## src/rtl/tdm_pkg.sv

```systemverilog
// Shared constants for the TDM receive path: FSM encoding and default frame geometry.
package tdm_pkg;

  typedef logic [0:0] tdm_state_t;

  localparam tdm_state_t StHunt   = 1'b0;
  localparam tdm_state_t StLocked = 1'b1;

  localparam int unsigned DefaultCh = 4;
  localparam int unsigned DefaultW  = 8;

endpackage

```

## src/rtl/tdm_slot_counter.sv

```systemverilog
// Bit-within-slot and slot-within-frame position counters for the TDM receiver.
module tdm_slot_counter
  import tdm_pkg::*;
#(
  parameter int unsigned  CH = DefaultCh,
  parameter int unsigned  W  = DefaultW,
  localparam int unsigned SW = $clog2(CH),
  localparam int unsigned BW = $clog2(W)
) (
  input  logic          i_clk,
  input  logic          i_rst,
  input  logic          i_clear,
  input  logic          i_load_first,
  input  logic          i_advance,
  output logic [BW-1:0] o_bitcnt,
  output logic [SW-1:0] o_slot,
  output logic          o_slot_last,
  output logic          o_frame_boundary
);

  localparam logic [BW-1:0] LastBit  = BW'(W - 1);
  localparam logic [SW-1:0] LastSlot = SW'(CH - 1);

  logic [BW-1:0] r_bitcnt;
  logic [SW-1:0] r_slot;

  // load_first marks the cycle that carried bit 0 of slot 0, so the next bit is bit 1.
  always_ff @(posedge i_clk) begin
    if (i_rst || i_clear) begin
      r_bitcnt <= '0;
      r_slot   <= '0;
    end else if (i_load_first) begin
      r_bitcnt <= BW'(1);
      r_slot   <= '0;
    end else if (i_advance) begin
      if (r_bitcnt == LastBit) begin
        r_bitcnt <= '0;
        r_slot   <= (r_slot == LastSlot) ? '0 : r_slot + SW'(1);
      end else begin
        r_bitcnt <= r_bitcnt + BW'(1);
      end
    end
  end

  assign o_bitcnt         = r_bitcnt;
  assign o_slot           = r_slot;
  assign o_slot_last      = (r_bitcnt == LastBit);
  assign o_frame_boundary = (r_slot == '0) && (r_bitcnt == '0);

endmodule

```

## src/rtl/tdm_demux.sv

```systemverilog
// TDM serial receiver: locks to frame sync, deserialises MSB-first slots and
// routes each completed word to its channel register with a one-cycle valid strobe.
module tdm_demux
  import tdm_pkg::*;
#(
  parameter int unsigned  CH = DefaultCh,
  parameter int unsigned  W  = DefaultW,
  localparam int unsigned SW = $clog2(CH)
) (
  input  logic            i_clk,
  input  logic            i_rst,
  input  logic            i_din,
  input  logic            i_fs,
  output logic [CH*W-1:0] o_out_data,
  output logic [CH-1:0]   o_out_valid,
  output logic [SW-1:0]   o_sel,
  output logic            o_locked,
  output logic            o_sync_err
);

  localparam int unsigned BW  = $clog2(W);
  localparam int unsigned SRW = W - 1;

  tdm_state_t      r_state;
  logic [SRW-1:0]  r_shift;
  logic [CH*W-1:0] r_data;
  logic [CH-1:0]   r_valid;

  tdm_state_t      w_state_nxt;
  logic            w_clear;
  logic            w_load_first;
  logic            w_advance;
  logic            w_fault;
  logic            w_word_done;
  logic [W-1:0]    w_word;
  logic [CH-1:0]   w_valid_nxt;
  logic [BW-1:0]   w_bitcnt;
  logic [SW-1:0]   w_slot;
  logic            w_slot_last;
  logic            w_boundary;
  logic            w_unused_bitcnt;

  tdm_slot_counter #(
    .CH (CH),
    .W  (W)
  ) u_slot_counter (
    .i_clk            (i_clk),
    .i_rst            (i_rst),
    .i_clear          (w_clear),
    .i_load_first     (w_load_first),
    .i_advance        (w_advance),
    .o_bitcnt         (w_bitcnt),
    .o_slot           (w_slot),
    .o_slot_last      (w_slot_last),
    .o_frame_boundary (w_boundary)
  );

  assign w_unused_bitcnt = ^w_bitcnt;
  assign w_word          = {r_shift, i_din};

  always_comb begin
    w_state_nxt  = r_state;
    w_clear      = 1'b0;
    w_load_first = 1'b0;
    w_advance    = 1'b0;
    w_fault      = 1'b0;
    w_word_done  = 1'b0;
    unique case (r_state)
      StHunt: begin
        if (i_fs) begin
          w_load_first = 1'b1;
          w_state_nxt  = StLocked;
        end
      end
      StLocked: begin
        if (w_boundary && !i_fs) begin
          // Sync missing where expected: drop lock, discard this bit.
          w_fault     = 1'b1;
          w_clear     = 1'b1;
          w_state_nxt = StHunt;
        end else if (!w_boundary && i_fs) begin
          // Misplaced sync (including on a slot's last bit): restart the frame here.
          w_fault      = 1'b1;
          w_load_first = 1'b1;
        end else begin
          w_advance   = 1'b1;
          w_word_done = w_slot_last;
        end
      end
      default: begin
        w_state_nxt = StHunt;
        w_clear     = 1'b1;
      end
    endcase
  end

  always_comb begin
    w_valid_nxt = '0;
    for (int k = 0; k < int'(CH); k++) begin
      w_valid_nxt[k] = w_word_done && (w_slot == SW'(k));
    end
  end

  always_ff @(posedge i_clk) begin
    if (i_rst) begin
      r_state <= StHunt;
      r_shift <= '0;
      r_data  <= '0;
      r_valid <= '0;
    end else begin
      r_state <= w_state_nxt;
      r_valid <= w_valid_nxt;
      if (w_load_first) begin
        r_shift <= SRW'(i_din);
      end else if (w_advance) begin
        r_shift <= w_word[SRW-1:0];
      end else if (w_clear) begin
        r_shift <= '0;
      end
      for (int k = 0; k < int'(CH); k++) begin
        if (w_valid_nxt[k]) begin
          r_data[k*W +: W] <= w_word;
        end
      end
    end
  end

  assign o_out_data  = r_data;
  assign o_out_valid = r_valid;
  assign o_sel       = w_slot;
  assign o_locked    = (r_state == StLocked);
  // Flags the offending cycle itself, so it is only ever seen while still locked.
  assign o_sync_err  = w_fault & ~i_rst;

endmodule

```

## config.mk

```make
export PLATFORM = sky130hd
export DESIGN_NAME = tdm_demux
export DESIGN_NICKNAME = d
export VERILOG_FILES = /design/src/rtl/tdm_pkg.sv /design/src/rtl/tdm_slot_counter.sv /design/src/rtl/tdm_demux.sv
export SDC_FILE = /design/constraint.sdc
export NUM_CORES = 1
export LEC_CHECK = 0
export ABC_AREA = 1
export BUFFER_PORTS_ARGS = -buffer_cell sky130_fd_sc_hd__buf_2
export CORE_ASPECT_RATIO = 1.4
export CORE_MARGIN = 2
export CORE_UTILIZATION = 47
export CTS_CLUSTER_SIZE = 30
export DETAILED_ROUTE_END_ITERATION = 16
export GPL_TIMING_DRIVEN = 0
export HOLD_SLACK_MARGIN = 0.15
export PLACE_DENSITY = 0.69
export SYNTH_ARGS = -nofsm -noshare
export SYNTH_HDL_FRONTEND = slang
export SYNTH_SLANG_ARGS = --single-unit
export TNS_END_PERCENT = 50
```

## constraint.sdc

```tcl
create_clock -name i_clk -period 3.4 [get_ports i_clk]
set_input_delay 0.17 -clock i_clk [delete_from_list [all_inputs] [get_ports i_clk]]
set_output_delay 0.17 -clock i_clk [all_outputs]
set_load 0.03 [all_outputs]
```

==> impl_metrics.toml, run 1 <==
[detailed_routing]
drt.antenna.violating_nets = 0
wl_per_cell_um = 10.0
drc = 0
num_vias = 2036
wirelength_um = 4650
drt_iter0_markers = 96
dr.pass1.iters = 4
via_per_inst = 4.40

[floorplan]
ioPinCount = 44
fp-row-count = 30
start_util_pct = 48.6
die_width_um = 63.8
die_h_um = 87.7
coreArea_um2 = 4840
dieArea_um2 = 5600

[cts]
cts-htree-levels = 2
clk_pin_slew_ps = 90
holdBufCountCts = 0
post-cts-setup-buffers = 0
cts.sinks = 49
clk_latency_ps = 300
cts_root_buffer = "clkbuf_8"
cts_made_buffers = 5
cts.path.max_buffers = 2
cts_resized = 0
tritoncts = "yes"

[pwr]
p_leak_nw = 1.40
ir_drop_v = 0.000205
p_per_area_nw_per_um2 = 384

[min_path]
hp-class = "in2reg"
holdPathEnd = "o_out_valid[2]$_SDFF_PP0_"
hold_start = "i_rst"
whs_path_depth = 2

[global_route]
grt_max_degree = 15
grt_pass1_vias = 1883
antenna_found_initial = 0
track_usage_pct = 18.1
grt_pass1_wl_um = 8000
grt_overflow = 0

[critical_path]
cp_data_arrival_time_ps = 2080
worstSetupStartpoint = "u_slot_counter.o_slot[0]$_SDFFE_PP0P_"
crit_type = "reg2out"
r2r_setup_slack_ps = 1240
worstPathMaxFanout = 10
critPathCaptureType = "output pin"
reg2reg_to = "o_out_data[30]$_SDFFE_PP0P_"
critPathLaunchType = "flip-flop"
r2r_cells = 14
required_ps = 3230
r2r_start = "u_slot_counter.o_slot[0]$_SDFFE_PP0P_"

[finish]
multi_input_area_um2 = 986
layout_commonest_cell = "nand2_1"
fill_cells = 499
antenna_cells = 0
areaGrowthSynthToFinish_pct = 17.0
final_layout_size_suffix_gt1_share_pct = 16.5
final_design_area_no_fill_um2 = 2750
final_cell_mix = "nand2_1, inv_1, dfxtp_1, buf_2, nor2_1"
final_nets = 413
seq_area_um2 = 981
final_cell_count_no_fill = 463

[placement]
dp_hpwl_um = 3450
gp_congestion = 0.798
placed_cell_area_um2 = 2650
place_inst = 456
portBuffers = 43

[timing]
rsz0062_at_grt = "no"
fin_crit_sh_pct = 66.2
fin_hold_ws_ps = 153
hold_viol = 0
worst_pin_slew_ps = 480
layout_min_cycle_time_ps = 2250
slew_viol_final = 0
setup_viol = 0
relSlewSlack_pct = 68.0
max_freq_mhz = 444
skew_ps = 5.74
finalSetupTns_ps = 0

[synth]
synth-seq-cells = 49
syn-cell-area_um2 = 2350
yosysUniqueCellTypes = 20
synth_cells = 349
syn_nets = 363
synth_area_per_cell_um2 = 6.74
yosysWarnings = 0
yosysSeqAreaShare_pct = 41.7

[job]
cap_violations = 0

[outcome]
status = "complete, no violations"
layout make-up:
| class | count | share of cell area, % |
|---|---|---|
| tap | 64 | 2.91 |
| inverter | 89 | 12.2 |
| sequential | 49 | 35.6 |
| clock inverter | 2 | 1.27 |
| buffer | 10 | 1.86 |
| multi-input combinational | 201 | 35.8 |
| clock buffer | 5 | 2.50 |
| timing repair buffer | 43 | 7.82 |
Yosys cell counts (all sizes together):
master | number | area, um^2
dfxtp | 49 | 981
nand3 | 38 | 240
clkinv | 2 | 8.75
ha | 10 | 125
clkbuf | 3 | 11.3
a21oi | 10 | 50.1
nor2 | 43 | 184
o21ai | 4 | 20.0
nand2 | 94 | 355
and3 | 1 | 6.26
buf | 7 | 40.0
nor3 | 1 | 5.00
inv | 87 | 327
through the flow:
| step | total power (W) | setup slack, ps | util [%] |
|---|---|---|---|
| floorplan | 0.000652 | 1080 | - |
| global placement | 0.000671 | 1250 | 54.7 |
| detailed placement | 0.000672 | 1250 | 54.7 |
| CTS | 0.00107 | 1120 | 56.8 |
| global route | 0.00110 | 925 | 56.8 |
| finish | 0.00106 | 1150 | 56.8 |
worst max-delay path, cell delays in order, from the launching register on:
cell	delay, ps
dfxtp_1	360
inv_1	100
ha_1	130
buf_2	230
nand2_1	70
nor2_1	180
ha_1	290
nor3_1	190
buf_2	220
routing by layer:
metal	global-route usage [%]	wire, um
met4	6.92	65
met2	32.5	2320
met5	0	0
met3	3.86	158
met1	21.1	2110
flip-flops by register name, summed over array words and instances (netlist names):
signal / cells
u_slot_counter.o_slot: 2
o_out_data: 32
r_shift: 7
o_out_valid: 4
u_slot_counter.o_bitcnt: 3
o_locked: 1
power breakdown:
group	switching [W]	internal, W	leakage, nW
Clock	0.000184	0.000214	0.0540
Combinational	0.0000551	0.0000221	0.953
Sequential	0.00000355	0.000577	0.395
worst max-delay path by stage:
stage / end / slack, ps / cells past startpoint
floorplan: o_sync_err / 1080 / 7
global placement: o_out_data[24]$_SDFFE_PP0P_ / 1250 / 14
detailed placement: o_out_data[24]$_SDFFE_PP0P_ / 1250 / 14
CTS: o_sync_err / 1120 / 8
global route: o_sync_err / 930 / 8
finish: o_sync_err / 1150 / 8
kinds of logic after synthesis:
kind of cell,synth area share [%]
flops,41.7
fa+ha+maj,5.32
buf+inv,16.4
compound gates,2.98
simple gates,33.6
No activity file was read; power rests on OpenSTA's default activity.
==> inputs of run 2 (changes only) <==
Settings changed: PLACE_DENSITY 0.69 to 0.72.
Clock period 3.4 ns to 1.95 ns, I/O delays scaled along.
==> run 2 against run 1 <==
Against the previous run:
- sequential power increased by 74%
- register-to-register slack got worse by 1200 ps
- critical endpoint is now o_out_data[25]$_SDFFE_PP0P_
- power increased by 78%
- critical path type is now reg2reg
- cell count increased by 2.6%
==> impl_metrics.toml, run 2 (synthesis gave the netlist of run 1 again) <==
[outcome]
status = "complete, no violations"

[global_route]
track_usage_pct = 19.2
grt_overflow = 0
antenna_found_initial = 0
grt_pass1_wl_um = 8400
grt_max_degree = 15
grt_pass1_vias = 1912

[timing]
layout_min_cycle_time_ps = 1870
setup_viol = 0
relSlewSlack_pct = 67.7
hold_viol = 0
fin_crit_sh_pct = 96.0
skew_ps = 5.38
slew_viol_final = 0
worst_pin_slew_ps = 484
finalSetupTns_ps = 0
max_freq_mhz = 534

[finish]
layout_commonest_cell = "nand2_1"
final_cell_mix = "nand2_1, inv_1, dfxtp_1, buf_2, nor2_1"
final_design_area_no_fill_um2 = 2960
fill_cells = 456
antenna_cells = 0
multi_input_area_um2 = 1030
areaGrowthSynthToFinish_pct = 25.6
final_nets = 425
final_layout_size_suffix_gt1_share_pct = 21.4
largest_reg_flops = 32
seq_area_um2 = 988

[pwr]
clkPwrFrac_pct = 37.6
p_leak_nw = 1.48
p_per_area_nw_per_um2 = 635
ir_drop_v = 0.000448
p_sw_w = 0.000446
power_frac_comb_pct = 8.5
p_int_w = 0.00143
power_frac_seq_pct = 53.9
switching_share_pct = 23.8

[floorplan]
ioPinCount = 44
dieArea_um2 = 5600
die_width_um = 63.8
start_util_pct = 48.6
die_h_um = 87.7
coreArea_um2 = 4840
fp-row-count = 30

[critical_path]
required_ps = 2160
slowest_stage = "dfxtp_4"
cp_data_arrival_time_ps = 2080
critPathCaptureType = "flip-flop"
crit_type = "reg2reg"
crit_path_cell_trace = "inv_4, ha_4, buf_6, nand2_2, nor2_4, inv_2, ha_2, inv_2, nand2_4, nor2_4, buf_12, buf_6, nand3_1, nand2_1, nor2_1"
worstPathMaxFanout = 7
cp_slowest_stage_delay_ps = 360
critPathTopFamily = "simple AND/OR/NAND/NOR gates"
critPathLaunchType = "flip-flop"
path_buf_inv = 6

[detailed_routing]
via_per_inst = 4.51
drt_iter0_markers = 87
num_vias = 2144
wl_per_cell_um = 11.0
wirelength_um = 5220
drt.antenna.violating_nets = 0
dr.pass1.iters = 4
drc = 0

[job]
cap_violations = 0

[placement]
gp_congestion = 0.811
placed_cell_area_um2 = 2660
portBuffers = 43
dp_hpwl_um = 3460

[min_path]
hp-class = "in2reg"

[cts]
cts_made_buffers = 5
clk_latency_ps = 300
clk_pin_slew_ps = 90
cts_root_buffer = "clkbuf_8"
cts.sinks = 49
tritoncts = "yes"
cts.path.max_buffers = 2
cts-htree-levels = 2
[run 2: changes by cell type in the layout (fill, tap and decap cells not counted), sizes merged]
cell,previous run,this run
buf,50,60
dlygate4sd3,0,2
[run 2: area by class of cell]
type,count,share of cell area [%]
inverters,89,11.5
clock buffers,5,2.33
flip-flops and latches,49,33.4
clock inverters,2,1.19
plain buffers,10,2.33
repair buffers,55,11.5
multi-input cells,201,35.0
well taps,64,2.71
[run 2: tightest hold or removal path: cells and delay by family]
kind / cells / cell delay (ps)
AND/OR/NAND/NOR: 1 / 130
AO/OA/AOI/OAI: 1 / 80
buffers and inverters: 2 / 180
[run 2: routing by layer]
layer	vias to the layer above	track usage, %	share of wire [%]
met2	64	35.4	52
met5	-	0	0
met4	0	7.91	1.6
li1	1131	-	-
met3	8	3.60	4.8
met1	941	21.4	41
[run 2: final timing paths]
| kind | start | to | slack (ps) | cells after the start |
|---|---|---|---|---|
| setup / recovery | u_slot_counter.o_slot[0]$_SDFFE_PP0P_ | o_out_data[25]$_SDFFE_PP0P_ | 80 | 15 |
| hold / removal | i_fs | r_shift[0]$_SDFFE_PP0P_ | 230 | 4 |
| setup reg to reg | u_slot_counter.o_slot[0]$_SDFFE_PP0P_ | o_out_data[25]$_SDFFE_PP0P_ | 80 | 15 |
| hold reg to reg | r_shift[5]$_SDFFE_PP0P_ | r_shift[5]$_SDFFE_PP0P_ | 480 | 2 |
[run 2: timing repair]
action                     4_1_cts  5_1_grt
resized for setup               18       10
hold endpoints to repair         5        0
buffers inserted                 3        4
hold buffers                     2        0
setup endpoints to repair       44       43
gates cloned                     3        0
pin swaps                        2        3
[run 2: stage by stage]
step	total power [W]	std cells	util (%)	hold WS [ps]	setup slack [ps]
6_report	0.00188	475	61.0	232	78.3
3_3_place_gp	0.00117	456	54.9	390	-160
3_5_place_dp	0.00117	456	54.9	395	-165
2_1_floorplan	0.00114	349	-	170	12.4
4_1_cts	0.00188	471	59.9	203	3.22
5_1_grt	0.00194	475	61.0	254	-15.3
[run 2: power by group through the flow]
stage | clock, W | combinational (W) | sequential (W)
floorplan | 0 | 0.0000993 | 0.00104
global placement | 0 | 0.000136 | 0.00104
detailed placement | 0 | 0.000138 | 0.00104
CTS | 0.000715 | 0.000153 | 0.00101
global route | 0.000747 | 0.000180 | 0.00101
finish | 0.000705 | 0.000159 | 0.00101
